[config.mk]
export PLATFORM = sky130hd
export DESIGN_NAME = conv_output_stage_flat
export DESIGN_NICKNAME = d
export VERILOG_FILES = /design/src/rtl/conv_output_stage_if.sv /design/src/rtl/conv_output_stage.sv /design/src/flat_wrapper.sv
export SDC_FILE = /design/constraint.sdc
export NUM_CORES = 1
export LEC_CHECK = 0
export ABC_CLOCK_PERIOD_IN_PS = 2550
export BUFFER_PORTS_ARGS = -buffer_cell sky130_fd_sc_hd__clkbuf_2
export CORE_UTILIZATION = 50
export CTS_CLUSTER_DIAMETER = 150
export DETAILED_ROUTE_END_ITERATION = 16
export HOLD_SLACK_MARGIN = 0.08
export PLACE_DENSITY = 0.68
export SYNTH_ARGS = -nofsm -noshare
export SYNTH_HDL_FRONTEND = slang
export SYNTH_SLANG_ARGS = --single-unit
export TNS_END_PERCENT = 50
[constraint.sdc]
create_clock -name clock -period 2.55 [get_ports clock]
set_input_delay 0.255 -clock clock [delete_from_list [all_inputs] [get_ports clock]]
set_output_delay 0.255 -clock clock [all_outputs]
set_load 0.01 [all_outputs]
[src/rtl/conv_output_stage_if.sv]
// Bundles the pixel input strobe and data, the output FIFO handshake and the status signals of conv_output_stage.
// Handshake: the head entry moves only in a cycle where out_valid and out_ready are both high.
// out_data and out_last are stable and meaningful whenever out_valid is high.
// out_ready may change freely while out_valid is low.
interface conv_output_stage_if #(
  parameter int FIFO_DEPTH = 16
);
  localparam int CNT_W = $clog2(FIFO_DEPTH + 1);

  logic             in_valid;
  logic [31:0]      conv_in;
  logic [7:0]       out_data;
  logic             out_last;
  logic             out_valid;
  logic             out_ready;
  logic             overflow;
  logic [CNT_W-1:0] fifo_count;

  // The design side of the bus.
  modport slave (
    input  in_valid, conv_in, out_ready,
    output out_data, out_last, out_valid, overflow, fifo_count
  );

  // The producer and consumer side, as used by a testbench or by neighbouring blocks.
  modport master (
    output in_valid, conv_in, out_ready,
    input  out_data, out_last, out_valid, overflow, fifo_count
  );
endinterface

[src/rtl/conv_output_stage.sv]
// The output stage of the convolution layer.
// Delays the upstream pixel strobe to line up with the adder-tree result.
// Tracks the image position of each result and drops results whose window overlaps the border.
// Requantizes the kept results to unsigned 8 bits with rounding and saturation.
// Buffers the results in a show-ahead FIFO.
module conv_output_stage #(
  parameter int IMG_WIDTH    = 8,
  parameter int IMG_HEIGHT   = 8,
  parameter int KERNEL_W     = 3,
  parameter int KERNEL_H     = 3,
  parameter int PIPE_LATENCY = 4,
  parameter int SHIFT        = 8,
  parameter int FIFO_DEPTH   = 16
) (
  input logic clock,
  input logic reset,
  conv_output_stage_if.slave bus
);
  localparam int CW    = $clog2(IMG_WIDTH + 1);
  localparam int RW    = $clog2(IMG_HEIGHT + 1);
  localparam int AW    = $clog2(FIFO_DEPTH);
  localparam int CNT_W = $clog2(FIFO_DEPTH + 1);
  // The rounding constant is half an LSB of the shifted result, or zero when there is no shift.
  localparam logic signed [33:0] RND =
    (SHIFT == 0) ? 34'sd0 : (34'sd1 <<< ((SHIFT == 0) ? 0 : (SHIFT - 1)));

  // ---------------- strobe delay line ----------------
  logic [PIPE_LATENCY-1:0] tap_q, tap_d;
  logic                    tap_valid;

  // Shift the strobe one stage per cycle. The last stage coincides with the result on conv_in.
  always_comb begin
    tap_d    = tap_q;
    tap_d[0] = bus.in_valid;
    for (int i = 1; i < PIPE_LATENCY; i++) tap_d[i] = tap_q[i-1];
  end

  assign tap_valid = tap_q[PIPE_LATENCY-1];

  // ---------------- position tracking ----------------
  logic [CW-1:0] col_q, col_d;
  logic [RW-1:0] row_q, row_d;
  logic          keep, last;

  // Advance the column on every aligned result. Wrap it into the row counter, and wrap the row counter at the end of the frame.
  always_comb begin
    col_d = col_q;
    row_d = row_q;
    if (tap_valid) begin
      if (col_q == CW'(IMG_WIDTH - 1)) begin
        col_d = '0;
        if (row_q == RW'(IMG_HEIGHT - 1)) row_d = '0;
        else                              row_d = row_q + 1'b1;
      end else begin
        col_d = col_q + 1'b1;
      end
    end
  end

  assign keep = tap_valid && (col_q >= CW'(KERNEL_W - 1)) && (row_q >= RW'(KERNEL_H - 1));
  assign last = keep && (col_q == CW'(IMG_WIDTH - 1)) && (row_q == RW'(IMG_HEIGHT - 1));

  // ---------------- requantization ----------------
  logic signed [33:0] ext, sum, shr;
  logic [7:0]         q8;

  // Use 34-bit arithmetic so that adding the rounding constant to the most positive input cannot wrap.
  always_comb begin
    ext = {{2{bus.conv_in[31]}}, bus.conv_in};
    sum = ext + RND;
    shr = sum >>> SHIFT;
    if (shr[33])               q8 = 8'd0;
    else if (shr > 34'sd255)   q8 = 8'd255;
    else                       q8 = shr[7:0];
  end

  // ---------------- result register ----------------
  logic [7:0] data_q;
  logic       last_q, keep_q;

  // Register one result per cycle. The keep flag in this register is the FIFO write request.
  always_ff @(posedge clock or posedge reset) begin
    if (reset) begin
      data_q <= '0;
      last_q <= 1'b0;
      keep_q <= 1'b0;
      tap_q  <= '0;
      col_q  <= '0;
      row_q  <= '0;
    end else begin
      tap_q  <= tap_d;
      col_q  <= col_d;
      row_q  <= row_d;
      keep_q <= keep;
      last_q <= last;
      if (keep) data_q <= q8;
    end
  end

  // ---------------- output FIFO ----------------
  logic [8:0]       mem [FIFO_DEPTH];
  logic [AW-1:0]    wr_ptr_q, rd_ptr_q;
  logic [CNT_W-1:0] count_q;
  logic             overflow_q;
  logic             empty, full, rd, wr, drop;
  logic [8:0]       head;

  assign empty = (count_q == '0);
  assign full  = (count_q == CNT_W'(FIFO_DEPTH));
  assign rd    = !empty && bus.out_ready;
  // A write into a full FIFO still fits when the head leaves in the same cycle.
  assign wr    = keep_q && (!full || rd);
  assign drop  = keep_q && full && !rd;

  // Store the entries. The storage array needs no reset because the occupancy count qualifies every read.
  always_ff @(posedge clock) begin
    if (wr) mem[wr_ptr_q] <= {last_q, data_q};
  end

  // Update the pointers, the occupancy count and the sticky overflow flag.
  always_ff @(posedge clock or posedge reset) begin
    if (reset) begin
      wr_ptr_q   <= '0;
      rd_ptr_q   <= '0;
      count_q    <= '0;
      overflow_q <= 1'b0;
    end else begin
      if (wr) wr_ptr_q <= wr_ptr_q + 1'b1;
      if (rd) rd_ptr_q <= rd_ptr_q + 1'b1;
      if (wr && !rd)      count_q <= count_q + 1'b1;
      else if (!wr && rd) count_q <= count_q - 1'b1;
      if (drop) overflow_q <= 1'b1;
    end
  end

  assign head           = mem[rd_ptr_q];
  assign bus.out_valid  = !empty;
  assign bus.out_data   = empty ? 8'd0 : head[7:0];
  assign bus.out_last   = empty ? 1'b0 : head[8];
  assign bus.overflow   = overflow_q;
  assign bus.fifo_count = count_q;
endmodule

[src/flat_wrapper.sv]
// flat-port wrapper written by rule: the top's interface ports become plain ports
module conv_output_stage_flat 
#(
  parameter int IMG_WIDTH    = 8,
  parameter int IMG_HEIGHT   = 8,
  parameter int KERNEL_W     = 3,
  parameter int KERNEL_H     = 3,
  parameter int PIPE_LATENCY = 4,
  parameter int SHIFT        = 8,
  parameter int FIFO_DEPTH   = 16
)
  (clock, reset, bus_in_valid, bus_conv_in, bus_out_ready, bus_out_data, bus_out_last, bus_out_valid, bus_overflow, bus_fifo_count);
  conv_output_stage_if #(.FIFO_DEPTH(FIFO_DEPTH)) bus_i ();
  input logic clock;
  input logic reset;
  input wire logic [$bits(bus_i.in_valid)-1:0] bus_in_valid;
  input wire logic [$bits(bus_i.conv_in)-1:0] bus_conv_in;
  input wire logic [$bits(bus_i.out_ready)-1:0] bus_out_ready;
  output wire logic [$bits(bus_i.out_data)-1:0] bus_out_data;
  output wire logic [$bits(bus_i.out_last)-1:0] bus_out_last;
  output wire logic [$bits(bus_i.out_valid)-1:0] bus_out_valid;
  output wire logic [$bits(bus_i.overflow)-1:0] bus_overflow;
  output wire logic [$bits(bus_i.fifo_count)-1:0] bus_fifo_count;
  assign bus_i.in_valid = bus_in_valid;
  assign bus_i.conv_in = bus_conv_in;
  assign bus_i.out_ready = bus_out_ready;
  assign bus_out_data = bus_i.out_data;
  assign bus_out_last = bus_i.out_last;
  assign bus_out_valid = bus_i.out_valid;
  assign bus_overflow = bus_i.overflow;
  assign bus_fifo_count = bus_i.fifo_count;
  conv_output_stage #(.IMG_WIDTH(IMG_WIDTH), .IMG_HEIGHT(IMG_HEIGHT), .KERNEL_W(KERNEL_W), .KERNEL_H(KERNEL_H), .PIPE_LATENCY(PIPE_LATENCY), .SHIFT(SHIFT), .FIFO_DEPTH(FIFO_DEPTH)) u_core (.clock(clock), .reset(reset), .bus(bus_i));
endmodule
==> impl_metrics.tcl, run 1 <==
set metrics [dict create \
    irDropWorstVdd_uv 694 \
    crit_chain "buf_12 -> buf_12 -> mux4_2 -> mux4_2 -> and2_4 -> buf_6" \
    synthCells 468 \
    critical_path.max_fanout 8 \
    synth-seq-cells 180 \
    timing.fmax_mhz 373 \
    htreeDepth 4 \
    path_buf_inv 3 \
    num_vias 4330 \
    p_per_area_nw_per_um2 1120 \
    grt_use_met3_pct 3.39 \
    r2r_setup_slack_ns 0.13 \
    utilization_pct 60.7 \
    worst_path_largest_cell_delay_ns 0.52 \
    dp_hpwl_mm 10.4 \
    period_needed_ns 2.68 \
    ant_nets 0 \
    pre_cts_slack_ns -0.0227 \
    totalNegativeSetupSlack_ns -0.887 \
    antenna_cells 0 \
    status "finished with violations" \
    hold_path.class "input port to flop" \
    period_share_pct 105 \
    place.gp.congestion 0.821 \
    track_usage_pct 21.1 \
    rsz0062_at_grt "yes" \
    synth.distinct_cells 56 \
    violations "setup timing" \
    crit_path_end_kind "output port" \
    io_pins 52 \
    cts.path.max_buffers 2 \
    crit_arrival_ns 2.43 \
    grt_pass1_vias 4430 \
    nets 599 \
    hold_depth 4 \
    cap_violations 0 \
    busiest_layer "met2" \
    gr-usage-met1_pct 28.3 \
    clock_latency_ns 0.43 \
    core_um2 15300 \
    clock_skew_ns 0.00791 \
    drcViolationCount 0 \
    fillers 1121 \
    grt_pass1_wl_mm 24.7 \
    cellLeakagePower_nw 3.28 \
    fin_area_um2 9260 \
    areaGrowthSynthToFinish_pct 17.9 \
    grt_max_degree 37 \
    finalHoldViolCount 0 \
    ys_seq_area_share_pct 66.6 \
    drive_gt1_share_pct 31.1 \
    r2r-start "u_core.bus.fifo_count[0]$_DFFE_PP0P_" \
    hold-path-endpoint "u_core.bus.overflow$_DFFE_PP0P_" \
    fp.dieW_um 127 \
    grt_antenna_before_repair 0 \
    tritoncts "done" \
    cts_sinks 180 \
    critPathLaunchType "flop" \
    min_from "bus_out_ready" \
    clockRootBuffer "clkbuf_16" \
    viasPerCell 5.62 \
    routed_wl_mm 15.6 \
    power_mw 10.3 \
    io_buffer_count 44 \
    ys_warn_count 0 \
    start_util_pct 51.4 \
    clk_pin_slew_worst_paths_ns 0.06 \
    die-area_um2 16200 \
    first_iter_violations 310 \
    slowest_stage "mux4_2" \
    wl_per_cell_um 20.2 \
    first_pass_iters 4 \
    cts_buffers 17 \
    synth_edf_count 144 \
    reg2reg_to "u_core.bus.fifo_count[4]$_DFFE_PP0P_" \
    ys.flop_type "edfxtp_1" \
    rows 45 \
    synth-async-reset-ratio_pct 20.0 \
    syn_area_um2 7850 \
    die_h_um 127 \
    drv_slew 0 \
    slew_headroom_pct 55.8 \
    fin_ws_ns -0.134 \
    dpl-instance-area_um2 8510 \
    avgSynthCellArea_um2 16.8 \
    worst_pin_slew_ns 0.663 \
    critical_path.top_delay_family "multiplexers" \
    r2r_cells 13 \
    grt_util_met2_pct 34.7 \
    synth_fp_nets 520 \
    path_class "flop to output port" \
    setup_violations 9 \
    grt-ovfl-total 0 \
    required_ns 2.30 \
]
through the flow:
stage          hold WS [ns]  std cells
6_report              0.215        771
5_1_grt               0.243        771
4_1_cts               0.211        772
3_5_place_dp          0.337        733
3_3_place_gp          0.333        733
2_1_floorplan         0.286        468
cell type report:
class | instances | area (um2) | area share (%)
inverters | 12 | 46.3 | 0.500
well taps | 211 | 264 | 2.85
flip-flops and latches | 180 | 5230 | 56.5
clock buffers | 19 | 433 | 4.68
clock inverters | 13 | 183 | 1.97
multi-input cells | 259 | 2540 | 27.4
repair buffers | 77 | 564 | 6.10
cell usage after synthesis, types with 2 or more instances:
library cell	instances	share of area, %
a21o_1	4	0.38
a21oi_1	19	1.2
a31oi_1	11	0.88
and2_1	26	2.1
and3_1	5	0.40
and4_1	3	0.33
buf_1	2	0.096
buf_2	4	0.26
clkbuf_1	10	0.48
dfrtp_1	36	11
edfxtp_1	144	55
ha_1	15	2.4
inv_1	11	0.53
mux2i_1	3	0.38
mux4_2	45	13
nand2_1	20	0.96
nand2b_1	2	0.16
nand3_1	13	0.83
nand4_1	7	0.56
nor2_1	12	0.57
nor3_1	8	0.51
nor3b_1	2	0.19
nor4_1	3	0.24
o211ai_1	2	0.19
o21ai_0	9	0.57
o21bai_1	2	0.19
or3_1	2	0.16
or4_1	2	0.19
xnor2_1	17	1.9
xor2_1	3	0.33
cells by family after synthesis:
family                   after synthesis  share of synthesized area (%)
XOR/XNOR                              20                           2.23
flip-flops                           180                           66.6
buffers and inverters                 29                           1.55
AND/OR/NAND/NOR                      116                           8.64
adder cells (fa/ha/maj)               16                           2.65
AO/OA/AOI/OAI                         58                           4.91
multiplexers                          49                           13.4
layout by cell type (no fill, tap or decap), drive strengths merged, types with 3 or more instances in the layout:
cell and count:
edfxtp 144, clkbuf 62, mux4 45, dfrtp 36
buf 32, and2 26, nand2 21, a21oi 20
xnor2 17, ha 15, nand3 14, nor2 12
inv 12, a31oi 11, o21ai 9, clkinv 9
nor3 8, nand4 8, and3 5, a21o 4
bufinv 4, and4 4, nor4 4, xor2 3
mux2i 3, or4 3
metal layers:
metal,up-vias,part of all wire [%]
li1,2023,-
met1,2147,42
met2,138,50
met3,22,5.2
met4,0,2.2
met5,-,0
worst min-delay path, cell delays in order:
cell and delay [ns]:
clkbuf_2 0.08, nand3b_1 0.11, buf_4 0.10, o21bai_1 0.05
timing repair:
action	in CTS	in global routing
hold buffers	2	0
buffers inserted	3	0
setup endpoints to repair	11	11
gates cloned	2	0
pin swaps	4	0
endpoints found under the hold margin	37	0
resized for setup	9	9
flip-flops by register name, summed over array words and instances, names as in the netlist:
| signal | cells |
|---|---|
| u_core.tap_q | 4 |
| u_core.bus.overflow | 1 |
| u_core.col_q | 4 |
| u_core.rd_ptr_q | 4 |
| u_core.wr_ptr_q | 4 |
| u_core.data_q | 8 |
| u_core.bus.fifo_count | 5 |
| u_core.keep_q | 1 |
| u_core.row_q | 4 |
| u_core.last_q | 1 |
| u_core.mem | 144 |
how the worst max path moves through the flow:
stage                     slack (ns)                                 start  cells past startpoint                              endpoint
final                          -0.13        u_core.rd_ptr_q[0]$_DFFE_PP0N_                      6                       bus_out_data[0]
after global routing           -0.20        u_core.rd_ptr_q[0]$_DFFE_PP0N_                      6                       bus_out_data[0]
after CTS                      -0.15        u_core.rd_ptr_q[0]$_DFFE_PP0N_                      7                       bus_out_data[7]
after detailed placement       -0.02  u_core.bus.fifo_count[0]$_DFFE_PP0P_                     13  u_core.bus.fifo_count[4]$_DFFE_PP0P_
after global placement          0.05  u_core.bus.fifo_count[0]$_DFFE_PP0P_                     13  u_core.bus.fifo_count[4]$_DFFE_PP0P_
after floorplan                0.009  u_core.bus.fifo_count[0]$_DFFE_PP0P_                     12  u_core.bus.fifo_count[4]$_DFFE_PP0P_
power breakdown:
part | internal [mW] | total, mW | switching [mW]
registers | 3.84 | 4.40 | 0.564
clock network | 1.64 | 2.71 | 1.07
logic | 1.78 | 3.24 | 1.45
total | 7.26 | 10.3 | 3.09
Note: power is estimated with default switching activity, not from simulation.
==> run 2, diff against run 1 <==
--- a/config.mk
+++ b/config.mk
@@ -8,8 +8,10 @@
 export ABC_CLOCK_PERIOD_IN_PS = 2550
 export BUFFER_PORTS_ARGS = -buffer_cell sky130_fd_sc_hd__clkbuf_2
 export CORE_UTILIZATION = 50
+export CTS_BUF_LIST = sky130_fd_sc_hd__clkbuf_16
 export CTS_CLUSTER_DIAMETER = 150
 export DETAILED_ROUTE_END_ITERATION = 16
+export GPL_ROUTABILITY_DRIVEN = 0
 export HOLD_SLACK_MARGIN = 0.08
 export PLACE_DENSITY = 0.68
 export SYNTH_ARGS = -nofsm -noshare
==> impl_metrics.tcl, run 2 (same netlist as run 1, synthesis figures left out) <==
set metrics [dict create \
    die_h_um 127 \
    drcViolationCount 0 \
    multi_input_area_um2 2540 \
    grt_pass1_wl_mm 24.7 \
    die-area_um2 16200 \
    first_pass_iters 4 \
    rows 45 \
    viasPerCell 5.62 \
    io_buffer_count 44 \
    critical_path.max_fanout 8 \
    areaGrowthSynthToFinish_pct 17.9 \
    cts_buffers 17 \
    rsz0062_at_grt "yes" \
    regMostFlops "u_core.mem" \
    grt-ovfl-total 0 \
    r2r_cells 13 \
    fillers 1121 \
    totalNegativeSetupSlack_ns -0.832 \
    fin_ws_ns -0.128 \
    final_cell_mix "edfxtp_1, mux4_2, clkbuf_2" \
    reg2reg_to "u_core.bus.fifo_count[4]$_DFFE_PP0P_" \
    drive_gt1_share_pct 31.1 \
    cp-startpoint "u_core.rd_ptr_q[0]$_DFFE_PP0N_" \
    core_um2 15300 \
    crit_path_end_kind "output port" \
    min_from "bus_out_ready" \
    final_common_cell "edfxtp_1" \
    drv_slew 0 \
    first_iter_violations 311 \
    clockRootBuffer "clkbuf_16" \
    antenna_cells 0 \
    setup_violations 9 \
    r2r_setup_slack_ns 0.13 \
    ant_nets 0 \
    required_ns 2.30 \
    dpl-instance-area_um2 8510 \
    track_usage_pct 21.1 \
    path_class "flop to output port" \
    p_per_area_nw_per_um2 1120 \
    fp.dieW_um 127 \
    cellLeakagePower_nw 3.29 \
    fin_area_um2 9260 \
    tritoncts "done" \
    period_share_pct 105 \
    clock_skew_ns 0.00867 \
    violations "setup timing" \
    hold_path.class "input port to flop" \
    timing.fmax_mhz 373 \
    routed_wl_mm 15.6 \
    clk_pin_slew_worst_paths_ns 0.06 \
    start_util_pct 51.4 \
    finalHoldViolCount 0 \
    slew_headroom_pct 55.2 \
    cts_sinks 180 \
    status "finished with violations" \
    grt_pass1_vias 4430 \
    io_pins 52 \
    dp_hpwl_mm 10.4 \
    num_vias 4333 \
    cts.path.max_buffers 2 \
    crit_arrival_ns 2.42 \
    worst_pin_slew_ns 0.672 \
    grt_antenna_before_repair 0 \
    irDropWorstVdd_uv 694 \
    grt_max_degree 37 \
    critPathCapture "bus_out_data[0]" \
    cap_violations 0 \
    regArea_um2 5230 \
    clock_latency_ns 0.42 \
    largest_reg_flops 144 \
    htreeDepth 4 \
    r2r-start "u_core.bus.fifo_count[0]$_DFFE_PP0P_" \
    period_needed_ns 2.68 \
    nets 599 \
    critPathLaunchType "flop" \
    wl_per_cell_um 20.2 \
]
==> run 2: worst max-delay path, stage by stage (launching register included) <==
cell     delay (ns)
dfrtp_2        0.38
buf_12         0.15
buf_12         0.15
mux4_2         0.52
mux4_2         0.52
and2_4         0.17
buf_6          0.11
==> run 2: what timing repair did <==
action                                 in CTS  in global routing
gates cloned                                2                  0
gates resized for setup                     9                  9
pin swaps                                   4                  0
buffers inserted                            3                  0
endpoints found under the hold margin      37                  0
setup endpoints to repair                  11                 11
hold buffers                                2                  0
==> run 2: power by group <==
| group | leakage [nW] | internal [mW] | switching, mW |
|---|---|---|---|
| sequential | 1.72 | 3.84 | 0.564 |
| clock | 0.311 | 1.63 | 1.07 |
| combinational | 1.26 | 1.78 | 1.45 |
==> run 2: worst min path at each step <==
stage | to | slack, ns | depth (start not counted)
floorplan | u_core.tap_q[0]$_DFF_PP0_ | 0.29 | 0
global placement | u_core.tap_q[3]$_DFF_PP0_ | 0.33 | 0
detailed placement | u_core.tap_q[2]$_DFF_PP0_ | 0.34 | 0
CTS | u_core.bus.overflow$_DFFE_PP0P_ | 0.21 | 4
global route | u_core.bus.overflow$_DFFE_PP0P_ | 0.24 | 4
finish | u_core.bus.overflow$_DFFE_PP0P_ | 0.22 | 4
==> run 2: cell type report <==
cell class	instances	area share [%]
Sequential cell	180	56.5
Inverter	12	0.500
Clock inverter	15	2.05
Clock buffer	17	4.60
Timing Repair Buffer	77	6.10
Tap cell	211	2.85
Multi-Input combinational cell	259	27.4
==> run 2: layer usage <==
| layer | global-route usage (%) | up-vias | wire length, um | part of all wire [%] |
|---|---|---|---|---|
| li1 | - | 2022 | - | - |
| met1 | 28.3 | 2155 | 6670 | 43 |
| met2 | 34.7 | 135 | 7840 | 50 |
| met3 | 3.39 | 21 | 766 | 4.9 |
| met4 | 8.82 | 0 | 304 | 2.0 |
| met5 | 0 | - | 0 | 0 |
==> run 2: metrics by stage <==
step | utilization [%] | setup WS [ns] | std cells | total power [mW] | hold WS [ns]
after floorplan | - | 0.00872 | 468 | 6.28 | 0.286
after global placement | 55.7 | 0.0500 | 733 | 7.34 | 0.333
after detailed placement | 55.7 | -0.0227 | 733 | 7.47 | 0.337
after CTS | 60.6 | -0.148 | 772 | 10.4 | 0.211
after global routing | 60.7 | -0.197 | 771 | 10.9 | 0.243
final | 60.7 | -0.128 | 771 | 10.3 | 0.220
